[config.mk]
export PLATFORM = sky130hd
export DESIGN_NAME = load_store_unit
export DESIGN_NICKNAME = d
export VERILOG_FILES = /design/src/rtl/lsu_pkg.sv /design/src/rtl/load_extend.sv /design/src/rtl/load_store_unit.sv
export SDC_FILE = /design/constraint.sdc
export NUM_CORES = 1
export LEC_CHECK = 0
export CAP_MARGIN = 15
export CORE_ASPECT_RATIO = 1.75
export CORE_MARGIN = 5
export CORE_UTILIZATION = 40
export DETAILED_ROUTE_END_ITERATION = 7
export GPL_TIMING_DRIVEN = 0
export HOLD_SLACK_MARGIN = 0.15
export PLACE_DENSITY = 0.62
export SLEW_MARGIN = 20
export SYNTH_ARGS = -nofsm -noshare
export SYNTH_HDL_FRONTEND = slang
export SYNTH_HIERARCHICAL = 1
export SYNTH_SLANG_ARGS = --single-unit
[constraint.sdc]
create_clock -name clk -period 13.9 [get_ports clk]
set_input_delay 2.78 -clock clk [delete_from_list [all_inputs] [get_ports clk]]
set_output_delay 2.78 -clock clk [all_outputs]
set_load 0.02 [all_outputs]
[src/rtl/lsu_pkg.sv]
// Shared definitions for the load/store unit: memory size codes, funct3 encodings,
// FSM states and byte-lane helpers.
package lsu_pkg;

   localparam int unsigned XLEN = 32;

   localparam logic [1:0] SIZE_BYTE = 2'b00;
   localparam logic [1:0] SIZE_HALF = 2'b01;
   localparam logic [1:0] SIZE_WORD = 2'b10;

   localparam logic [2:0] F3_LB  = 3'b000;
   localparam logic [2:0] F3_LH  = 3'b001;
   localparam logic [2:0] F3_LW  = 3'b010;
   localparam logic [2:0] F3_LBU = 3'b100;
   localparam logic [2:0] F3_LHU = 3'b101;
   localparam logic [2:0] F3_SB  = 3'b000;
   localparam logic [2:0] F3_SH  = 3'b001;
   localparam logic [2:0] F3_SW  = 3'b010;

   typedef enum logic [1:0] {
      ST_IDLE,
      ST_ACCESS,
      ST_SPLIT,
      ST_RESP
   } lsu_state_e;

   function automatic logic [2:0] size_bytes(input logic [1:0] size);
      case (size)
         SIZE_BYTE: size_bytes = 3'd1;
         SIZE_HALF: size_bytes = 3'd2;
         default:   size_bytes = 3'd4;
      endcase
   endfunction

   // Byte k of an n-byte store in big-endian order (k=0 is the most significant byte).
   function automatic logic [7:0] be_byte(input logic [XLEN-1:0] w, input logic [2:0] n,
                                          input logic [1:0] k);
      logic [2:0] idx;
      idx = n - 3'd1 - {1'b0, k};
      be_byte = w[{idx[1:0], 3'b000} +: 8];
   endfunction

endpackage

[src/rtl/load_extend.sv]
// Extends a right-justified load accumulator to 32 bits by access width.
module load_extend
   import lsu_pkg::*;
(
   input  logic [XLEN-1:0] acc_i,
   input  logic [1:0]      size_i,
   input  logic            unsigned_i,
   output logic [XLEN-1:0] data_o
);

   always_comb begin
      data_o = acc_i;
      case (size_i)
         SIZE_BYTE: data_o = unsigned_i ? {24'h0, acc_i[7:0]}  : {{24{acc_i[7]}}, acc_i[7:0]};
         SIZE_HALF: data_o = unsigned_i ? {16'h0, acc_i[15:0]} : {{16{acc_i[15]}}, acc_i[15:0]};
         default:   data_o = acc_i;
      endcase
   end

endmodule

[src/rtl/load_store_unit.sv]
// MEM-stage load/store initiator for a big-endian byte-addressed data memory;
// misaligned halfword/word accesses are optionally split into byte accesses.
module load_store_unit
   import lsu_pkg::*;
#(
   parameter int unsigned MEM_BYTES      = 512,
   parameter bit          MISALIGN_SPLIT = 1'b1
) (
   input  logic            clk,
   input  logic            reset,
   input  logic            req_valid,
   output logic            req_ready,
   input  logic            req_store,
   input  logic [2:0]      req_funct3,
   input  logic [XLEN-1:0] req_addr,
   input  logic [XLEN-1:0] req_wdata,
   output logic            resp_valid,
   output logic [XLEN-1:0] resp_rdata,
   output logic            resp_fault,
   output logic            mem_enable,
   output logic            mem_rw,
   output logic            mem_signext,
   output logic [1:0]      mem_size,
   output logic [XLEN-1:0] mem_address,
   output logic [XLEN-1:0] mem_datain,
   input  logic [XLEN-1:0] mem_dataout
);

   lsu_state_e      state_q;
   logic            store_q, fault_q;
   logic [2:0]      funct3_q, n_q;
   logic [1:0]      k_q;
   logic [XLEN-1:0] addr_q, wdata_q, acc_q;

   logic            req_ready_q, resp_valid_q, resp_fault_q;
   logic [XLEN-1:0] resp_rdata_q;
   logic            mem_enable_q, mem_rw_q, mem_signext_q;
   logic [1:0]      mem_size_q;
   logic [XLEN-1:0] mem_address_q, mem_datain_q;

   assign req_ready   = req_ready_q;
   assign resp_valid  = resp_valid_q;
   assign resp_rdata  = resp_rdata_q;
   assign resp_fault  = resp_fault_q;
   assign mem_enable  = mem_enable_q;
   assign mem_rw      = mem_rw_q;
   assign mem_signext = mem_signext_q;
   assign mem_size    = mem_size_q;
   assign mem_address = mem_address_q;
   assign mem_datain  = mem_datain_q;

   // Request decode; the 33-bit end address catches wrap past 0xFFFFFFFF.
   logic [1:0]  dec_size;
   logic [2:0]  dec_n;
   logic [32:0] dec_end;
   logic        dec_illegal, dec_range, dec_misal, dec_fault;

   always_comb begin
      dec_size    = req_funct3[1:0];
      dec_n       = size_bytes(dec_size);
      dec_illegal = req_store ? !(req_funct3 inside {F3_SB, F3_SH, F3_SW})
                              : !(req_funct3 inside {F3_LB, F3_LH, F3_LW, F3_LBU, F3_LHU});
      dec_end     = {1'b0, req_addr} + 33'(dec_n) - 33'd1;
      dec_range   = dec_end >= 33'(MEM_BYTES);
      dec_misal   = ((dec_size == SIZE_HALF) && req_addr[0]) ||
                    ((dec_size == SIZE_WORD) && (req_addr[1:0] != 2'b00));
      dec_fault   = dec_illegal || dec_range || (dec_misal && !MISALIGN_SPLIT);
   end

   logic [XLEN-1:0] acc_masked, ext_data;
   logic [1:0]      k_nxt;
   logic            split_last;

   always_comb begin
      case (funct3_q[1:0])
         SIZE_BYTE: acc_masked = {24'h0, mem_dataout[7:0]};
         SIZE_HALF: acc_masked = {16'h0, mem_dataout[15:0]};
         default:   acc_masked = mem_dataout;
      endcase
      k_nxt      = k_q + 2'd1;
      split_last = (k_q == 2'(n_q - 3'd1));
   end

   load_extend u_load_extend (
      .acc_i      (acc_q),
      .size_i     (funct3_q[1:0]),
      .unsigned_i (funct3_q[2]),
      .data_o     (ext_data)
   );

   always_ff @(posedge clk or posedge reset) begin
      if (reset) begin
         state_q       <= ST_IDLE;
         store_q       <= 1'b0;
         fault_q       <= 1'b0;
         funct3_q      <= 3'b000;
         n_q           <= 3'd0;
         k_q           <= 2'd0;
         addr_q        <= '0;
         wdata_q       <= '0;
         acc_q         <= '0;
         req_ready_q   <= 1'b1;
         resp_valid_q  <= 1'b0;
         resp_fault_q  <= 1'b0;
         resp_rdata_q  <= '0;
         mem_enable_q  <= 1'b0;
         mem_rw_q      <= 1'b0;
         mem_signext_q <= 1'b0;
         mem_size_q    <= 2'b00;
         mem_address_q <= '0;
         mem_datain_q  <= '0;
      end else begin
         resp_valid_q <= 1'b0;
         unique case (state_q)
            ST_IDLE: begin
               if (req_valid && req_ready_q) begin
                  store_q     <= req_store;
                  funct3_q    <= req_funct3;
                  addr_q      <= req_addr;
                  wdata_q     <= req_wdata;
                  n_q         <= dec_n;
                  k_q         <= 2'd0;
                  acc_q       <= '0;
                  fault_q     <= dec_fault;
                  req_ready_q <= 1'b0;
                  if (dec_fault) begin
                     state_q <= ST_RESP;
                  end else begin
                     mem_enable_q  <= 1'b1;
                     mem_rw_q      <= req_store;
                     mem_address_q <= req_addr;
                     if (dec_misal) begin
                        state_q       <= ST_SPLIT;
                        mem_size_q    <= SIZE_BYTE;
                        mem_signext_q <= 1'b0;
                        mem_datain_q  <= req_store ? {24'h0, be_byte(req_wdata, dec_n, 2'd0)} : '0;
                     end else begin
                        state_q       <= ST_ACCESS;
                        mem_size_q    <= dec_size;
                        mem_signext_q <= !req_store && !req_funct3[2];
                        mem_datain_q  <= req_wdata;
                     end
                  end
               end
            end
            ST_ACCESS: begin
               if (!store_q) acc_q <= acc_masked;
               mem_enable_q <= 1'b0;
               state_q      <= ST_RESP;
            end
            ST_SPLIT: begin
               // Shifting in from the bottom leaves the lowest address in the MSB.
               if (!store_q) acc_q <= {acc_q[23:0], mem_dataout[7:0]};
               if (split_last) begin
                  mem_enable_q <= 1'b0;
                  state_q      <= ST_RESP;
               end else begin
                  k_q           <= k_nxt;
                  mem_address_q <= addr_q + 32'(k_nxt);
                  mem_datain_q  <= store_q ? {24'h0, be_byte(wdata_q, n_q, k_nxt)} : '0;
               end
            end
            ST_RESP: begin
               resp_valid_q <= 1'b1;
               resp_fault_q <= fault_q;
               resp_rdata_q <= (store_q || fault_q) ? '0 : ext_data;
               req_ready_q  <= 1'b1;
               state_q      <= ST_IDLE;
            end
            default: state_q <= ST_IDLE;
         endcase
      end
   end

endmodule

==> results.md, run 1 <==
- Yosys top cell area share: 0.4245
- 1st-pass router iterations: 5
- Remaining DRCs: 0
- Distinct cells, synth: 77
- Max cap viols: 0
- Post-cts hold buffer count: 0
- Reg-to-Reg Start: k_q[1]
- Input/output buffers: 206
- Critical path start-end classification: input pin to flop
- Core area: 30630 sq um
- Max-slew violation count: 0
- Main synth FF type: dfrtp_1
- Hold_sp: wdata_q[18]
- Sum Neg Setup Slack: 0 ns
- Arr. time, crit path: 8.37 ns
- Flops & latches, synth: 211
- Final setup viols: 0
- Synth Cell Area: 12380 sq um
- Top cell type by total area after synthesis: dfrtp_1
- Tcrit/Tclk final: 0.5703
- Hold_ws: 0.4756 ns
- Crit-path cells: clkdlybuf4s50_1, clkbuf_1, clkbuf_1, or2_2, ha_1, inv_1, ha_1, inv_1, fa_1, nor2b_1, o2111ai_1, a21oi_1, o31ai_1, nand2b_1, or3_1, a311oi_2, nand3_1, nor4_4, buf_2, o2bb2ai_1
- Worst Tran Pin Value: 0.8771 ns
- # rows: 85
- Vias per cell: 5.331
- Reg-to-Reg End: mem_address[29]
- Post-synthesis cell count: 1426
- CTS sink count: 211
- Root Buffer: clkbuf_16
- Syn avg cell area: 8.682 sq um
- CP bufs+invs: 6
- Post-DP HPWL: 30.51 mm
- GRT overflow: 0
- Slew margin rel.: 0.4099
- Hold WC Path Type: flop to flop
- Power Dens Cells: 184.1 nW/um^2
- GP Congestion: 0.8845
- Post-synthesis sequential area ratio: 0.4266
- Ratio of cells with drive above 1 in the final layout: 0.05981
- Synth area leaders: dfrtp_1 (42%), nand2_1 (9.4%), o21ai_0 (5.4%)
- Internal: 1711 uW
- DR iter-0 viols: 491
- CP required: 14.34 ns
- Worst skew pair latency: 0.53 ns
- Clock tree buffer depth: 3
- Slowest CP cell: nor4_4
- Syn Nets: 1573
- CTS buffer count: 21
- Global-route wire length before repair: 62.06 mm
- GRT Total Usage: 0.2227
- Leak Pwr: 0.006732 uW
- Number of synthesized flops with an enable pin: 0
- Die Y: 242.7 um
- Crit path launch type: input pin
- Via count of the routed design: 11000
- Total setup buffers inserted after CTS: 0
- Number of global-route vias before repair: 11630
- Crit-path max cell delay: 0.53 ns
- CTS resizes: 0
- P_sw: 1184 uW
- CTS tree: built
- Reg2Reg Setup Slack: 10.21 ns
- Critical Path Fanout Max: 10
- Sequential Power Share: 0.337
- Die width: 143.0 um
- # IOs: 207
- Hold Path End: wdata_q[18]
- Total power: 2895 uW
- Outcome: finished clean
- Crit. End Element: flop
- Area growth, synth to finish: 27.01%
- Warnings from Yosys: 6
- Initial antenna violation count: 1
- Final hold violation count: 0
- Fraction of registers with async set/reset: 1.000
- Initial cell density of the core: 0.4042
- Top-count cell post-synth: nand2_1
- CTS H-Tree Depth: 1
- Final WL: 38.75 mm
- Max Freq: 0.1262 GHz
- ANT nets after route: 0
- Worst-case reg-to-reg path depth: 10
- DR WL/cell: 18.78 um
- Unrepaired setup endpoints after global routing: false
- Commonest cells in the synthesized netlist: nand2_1 (309), dfrtp_1 (210), o21ai_0 (133)
- Clk pwr share: 0.211
- Hold path depth: 2
- Sw frac: 0.4089
- Layout Skew: 0.008732 ns
- Peak VDD IR: 0.0001106 V
- Minimum clock period: 7.927 ns
- Family with the most delay on the worst path: buffers and inverters
- Nets: 1804
- Largest net degree at the start of global routing: 78
- Clk slew on worst S/H paths: 0.07 ns
- Combinational power share: 0.451
- Die ar.: 34710 sq um
worst max path at each step:
stage | startpoint | to | cells after the start
after floorplan | reset | acc_q[0] | 1
after global placement | reset | mem_address[19] | 2
after detailed placement | req_funct3[1] | mem_datain[15] | 20
after CTS | req_funct3[1] | mem_datain[17] | 20
after global routing | req_funct3[1] | mem_datain[15] | 20
final | req_funct3[1] | mem_datain[17] | 20
tightest hold or removal path: cells and delay by family, from the launching register on:
| family | cells | cell delay, ns |
|---|---|---|
| flops | 1 | 0.34 |
| simple gates | 2 | 0.10 |
layer usage:
metal / vias to the layer above / wire length [um] / track usage
li1: 5360 / - / -
met1: 5294 / 14250 / 0.2429
met2: 259 / 21060 / 0.4210
met3: 90 / 1573 / 0.02619
met4: 0 / 1870 / 0.09905
met5: - / 0 / 0
cell usage in the layout, fill, tap and decap left out, types with 5 or more instances in the layout:
cell and count:
nand2_1 309, dfrtp_1 210, clkdlybuf4s50_1 206, o21ai_0 133, inv_1 112, a21oi_1 74, nor2_1 71, clkbuf_1 64
ha_1 42, mux2_1 39, xor2_1 30, o31ai_1 29, a22oi_1 25, nand3_1 25, nand4_1 24, clkbuf_16 21
xnor2_1 19, o2bb2ai_1 16, nor3_1 15, and3_1 14, o21ai_1 11, buf_4 10, o2bb2ai_2 9, mux4_2 8
a21o_1 8, a31oi_1 7, nor4_1 7, nand2b_1 7, mux2_2 7, buf_6 7, o211ai_1 6, clkinv_2 6
buf_1 5, o21a_1 5, buf_2 5, o22ai_1 5
through the flow:
step                      cells  setup WS [ns]  area [sq um]  utilization
after global routing       2064          5.645         15730       0.5134
final                      2064          5.973         15730       0.5134
after global placement     2023          2.395         14930       0.4875
after detailed placement   2025          5.468         15000       0.4898
after floorplan            1426          5.356         12380            -
after CTS                  2063          5.978         15720       0.5133
kinds of logic (layout without fill, tap and decap cells):
| logic type | Yosys count | in the layout | share of synthesized area |
|---|---|---|---|
| adders and majority gates | 44 | 44 | 0.04568 |
| other | 0 | 1 | 0 |
| xor gates and xnor gates | 50 | 50 | 0.03537 |
| buffers and inverters | 204 | 450 | 0.07064 |
| AOI/OAI and AO/OA | 358 | 358 | 0.1847 |
| muxes | 59 | 59 | 0.06074 |
| DFF | 211 | 211 | 0.4266 |
| and+or+nand+nor | 500 | 500 | 0.1763 |
sequential cells by signal, indices dropped and copies added, names as in the netlist, 2 cells and up:
name,flops
state_q,2
addr_q,32
mem_size,2
k_q,2
acc_q,32
funct3_q,3
mem_datain,32
wdata_q,32
resp_rdata,32
mem_address,32
n_q,2
power by group through the flow:
| stage | Clock (uW) | Combinational (uW) | Sequential (uW) |
|---|---|---|---|
| 2_1_floorplan | 0 | 791 | 1020 |
| 3_3_place_gp | 0 | 1290 | 981 |
| 3_5_place_dp | 0 | 1310 | 986 |
| 4_1_cts | 626 | 1320 | 976 |
| 5_1_grt | 647 | 1440 | 1000 |
| 6_report | 611 | 1310 | 977 |
cell type report:
type                    instances  area [sq um]
inverters                     114         435.4
flip-flops and latches        211          5281
fillers                      2963         14900
clock inverters                10         128.9
plain buffers                  90         446.7
well taps                     391         489.2
diodes                          1         2.502
clock buffers                  28         591.8
repair buffers                208          2117
multi-input cells            1011          6232
(Power assumes the default switching activity.)
==> run 2, diff against run 1 <==
clock period = 7.3 ns   (was 13.9 ns; I/O delays follow)
==> results of run 2 <==
The final DEF is identical to that of run 1. Status: finished clean.
Main changes from that run: setup slack after placement 5.468 ns -> 0.1877 ns; setup slack after layout 5.973 ns -> 0.6933 ns; register-to-register setup slack 10.21 ns -> 3.61 ns; total power 2895 uW -> 5512 uW; worst IR drop on VDD 0.0001106 V -> 0.0002107 V
==> run 3, diff against run 2 <==
CAP_MARGIN = not set   (was 15)
CORE_MARGIN = 2   (was 5)
==> run 3 against run 2 <==
  * Final area rose by 0.21%
  * Die area shrank 6.6%
  * Wire length fell by 1.0%
  * Register-to-register slack worse by 0.08 ns
  * Hold slack barely moved
  * Via count rose by 0.13%
  * Sequential share of layout area down 0.072 points
  * Final cell count hardly changed
  * Largest power group unchanged
  * Highest routed layer unchanged
==> results.md, run 3 (synthesized netlist as in run 1, its figures left out) <==
- Worst Tran Pin Value: 0.9002 ns (+0.02312 ns)
- Critical Path Fanout Max: 10 (unchanged)
- Die Y: 236.7 um (-2.5%)
- Initial cell density of the core: 0.4042 (unchanged)
- Input/output buffers: 206 (unchanged)
- CTS resizes: 0 (unchanged)
- CTS buffer count: 22 (+4.8%)
- CTS sink count: 211 (unchanged)
- Die width: 137.0 um (-4.2%)
- # IOs: 207 (unchanged)
- Area growth, synth to finish: 27.29%
- CP required: 7.73 ns
- P_sw: 2276 uW
- Nets: 1805 (+0.055%)
- Power Dens Cells: 351.1 nW/um^2
- Outcome: finished clean
- Total setup buffers inserted after CTS: 0 (unchanged)
- Post-route non-filler standard cell count: 2066 (+0.097%)
- Post-DP HPWL: 29.80 mm (-2.3%)
- Hold WC Path Type: flop to flop
- Filler cells: 2984 (+0.71%)
- Most frequent cells in the layout: nand2_1 (309), dfrtp_1 (210), clkdlybuf4s50_1 (206)
- Worst skew pair latency: 0.55 ns (+0.02 ns)
- GP Congestion: 0.8784 (-0.69%)
- ANT nets after route: 0 (unchanged)
- Clk pwr share: 0.214 (+0.003)
- Final setup viols: 0 (unchanged)
- Die ar.: 32430 sq um (-6.6%)
- Final hold violation count: 0 (unchanged)
- Max-slew violation count: 0 (unchanged)
- Core area: 30630 sq um (unchanged)
- Minimum clock period: 6.572 ns
- Internal: 3257 uW
- Fin area: 15760 sq um (+0.21%)
- Peak VDD IR: 0.0002082 V
- Tcrit/Tclk final: 0.9003
- Max Freq: 0.1522 GHz
- GRT Total Usage: 0.2362 (+0.01347)
- Placed Area: 15000 sq um (unchanged)
- Sequential Power Share: 0.337 (about the same)
- CTS H-Tree Depth: 1 (unchanged)
- Vias per cell: 5.333 (about the same)
- GRT overflow: 0 (unchanged)
- Slew margin rel.: 0.3943 (-0.01555)
- Sum Neg Setup Slack: 0 ns (unchanged)
- Unrepaired setup endpoints after global routing: false
- Cells after DPL: 2025 (unchanged)
- Initial antenna violation count: 2 (+1)
- DR iter-0 viols: 518 (+5.5%)
- Number of global-route vias before repair: 11450 (-1.5%)
- # rows: 85 (unchanged)
- Layout Skew: 0.02024 ns (+0.01151 ns)
- Critical path start-end classification: input pin to flop
- Arr. time, crit path: 7.00 ns
- Clk slew on worst S/H paths: 0.06 ns (about the same)
- Post-cts hold buffer count: 0 (unchanged)
- DR WL/cell: 18.56 um (-1.1%)
- Crit path launch type: input pin
- Total power: 5533 uW
- Root Buffer: clkbuf_16
- Remaining DRCs: 0 (unchanged)
- Ratio of cells with drive above 1 in the final layout: 0.05977 (about the same)
- Crit. End Element: flop
- Clock tree buffer depth: 3 (unchanged)
- Combinational power share: 0.450 (about the same)
- Commonest non-fill, non-tap cell in the layout: nand2_1
- Global-route wire length before repair: 60.11 mm (-3.1%)
- Max cap viols: 0 (unchanged)
- Via count of the routed design: 11020 (+0.13%)
- CTS tree: built
- 1st-pass router iterations: 5 (unchanged)
- Largest net degree at the start of global routing: 99 (+27%)
- Leak Pwr: 0.006733 uW (about the same)
- Final WL: 38.35 mm (-1.0%)
- Sw frac: 0.4113
## run 3: routing by layer
metal  part of all wire  global-route usage  vias to the layer above  wire length, um
li1                   -                   -                     5355                -
met1               0.37              0.2546                     5275            14100
met2               0.54              0.4497                      292            20890
met3              0.045             0.02912                       95             1727
met4              0.043              0.1006                        0             1630
met5                  0                   0                        -                0
## run 3: per-stage QoR
| stage | util | setup WS (ns) | hold slack [ns] |
|---|---|---|---|
| 3_5_place_dp | 0.4898 | 0.2119 | 0.4609 |
| 6_report | 0.5145 | 0.7275 | 0.4755 |
| 2_1_floorplan | - | 0.07577 | 0.4403 |
| 3_3_place_gp | 0.4875 | -2.869 | 0.4536 |
| 4_1_cts | 0.5143 | 0.7528 | 0.4772 |
| 5_1_grt | 0.5145 | 0.4623 | 0.4985 |
## run 3: area by class of cell
class | count | area [sq um] | share of cell area
multi-input combinational | 1011 | 6232 | 0.3955
sequential | 211 | 5281 | 0.3351
timing repair buffer | 208 | 2117 | 0.1343
clock buffer | 30 | 620.6 | 0.03938
tap | 391 | 489.2 | 0.03104
buffer | 90 | 446.7 | 0.02834
inverter | 114 | 435.4 | 0.02763
clock inverter | 9 | 131.4 | 0.008337
antenna | 2 | 5.005 | 0.0003176
## run 3: path summary, 6_finish.rpt
kind | startpoint | end | slack [ns] | cells past startpoint
setup reg to reg | k_q[0] | mem_address[29] | 3.53 | 10
max in group asynchronous | reset | addr_q[19] | 4.85 | 4
hold reg to reg | wdata_q[28] | wdata_q[28] | 0.48 | 2
min in group asynchronous | reset | resp_rdata[27] | 1.25 | 2
hold / removal | wdata_q[28] | wdata_q[28] | 0.48 | 2
setup / recovery | req_funct3[1] | mem_datain[7] | 0.73 | 20
## run 3: critical path: stages
cell	delay [ns]
clkdlybuf4s50_1	0.46
clkbuf_1	0.30
clkbuf_1	0.32
or2_2	0.37
ha_1	0.20
inv_1	0.06
ha_1	0.15
inv_1	0.05
fa_1	0.36
nor2b_1	0.17
o2111ai_1	0.22
a21oi_1	0.40
o31ai_4	0.14
xnor2_1	0.16
or4_1	0.50
nor4_2	0.35
nand2_2	0.20
o22ai_4	0.50
buf_6	0.26
mux2_1	0.34
## run 3: power by group through the flow
| stage | sequential (uW) | clock (uW) | combinational (uW) |
|---|---|---|---|
| floorplan | 1940 | 0 | 1510 |
| global placement | 1870 | 0 | 2460 |
| detailed placement | 1880 | 0 | 2500 |
| CTS | 1860 | 1210 | 2520 |
| global route | 1910 | 1250 | 2740 |
| finish | 1860 | 1180 | 2490 |
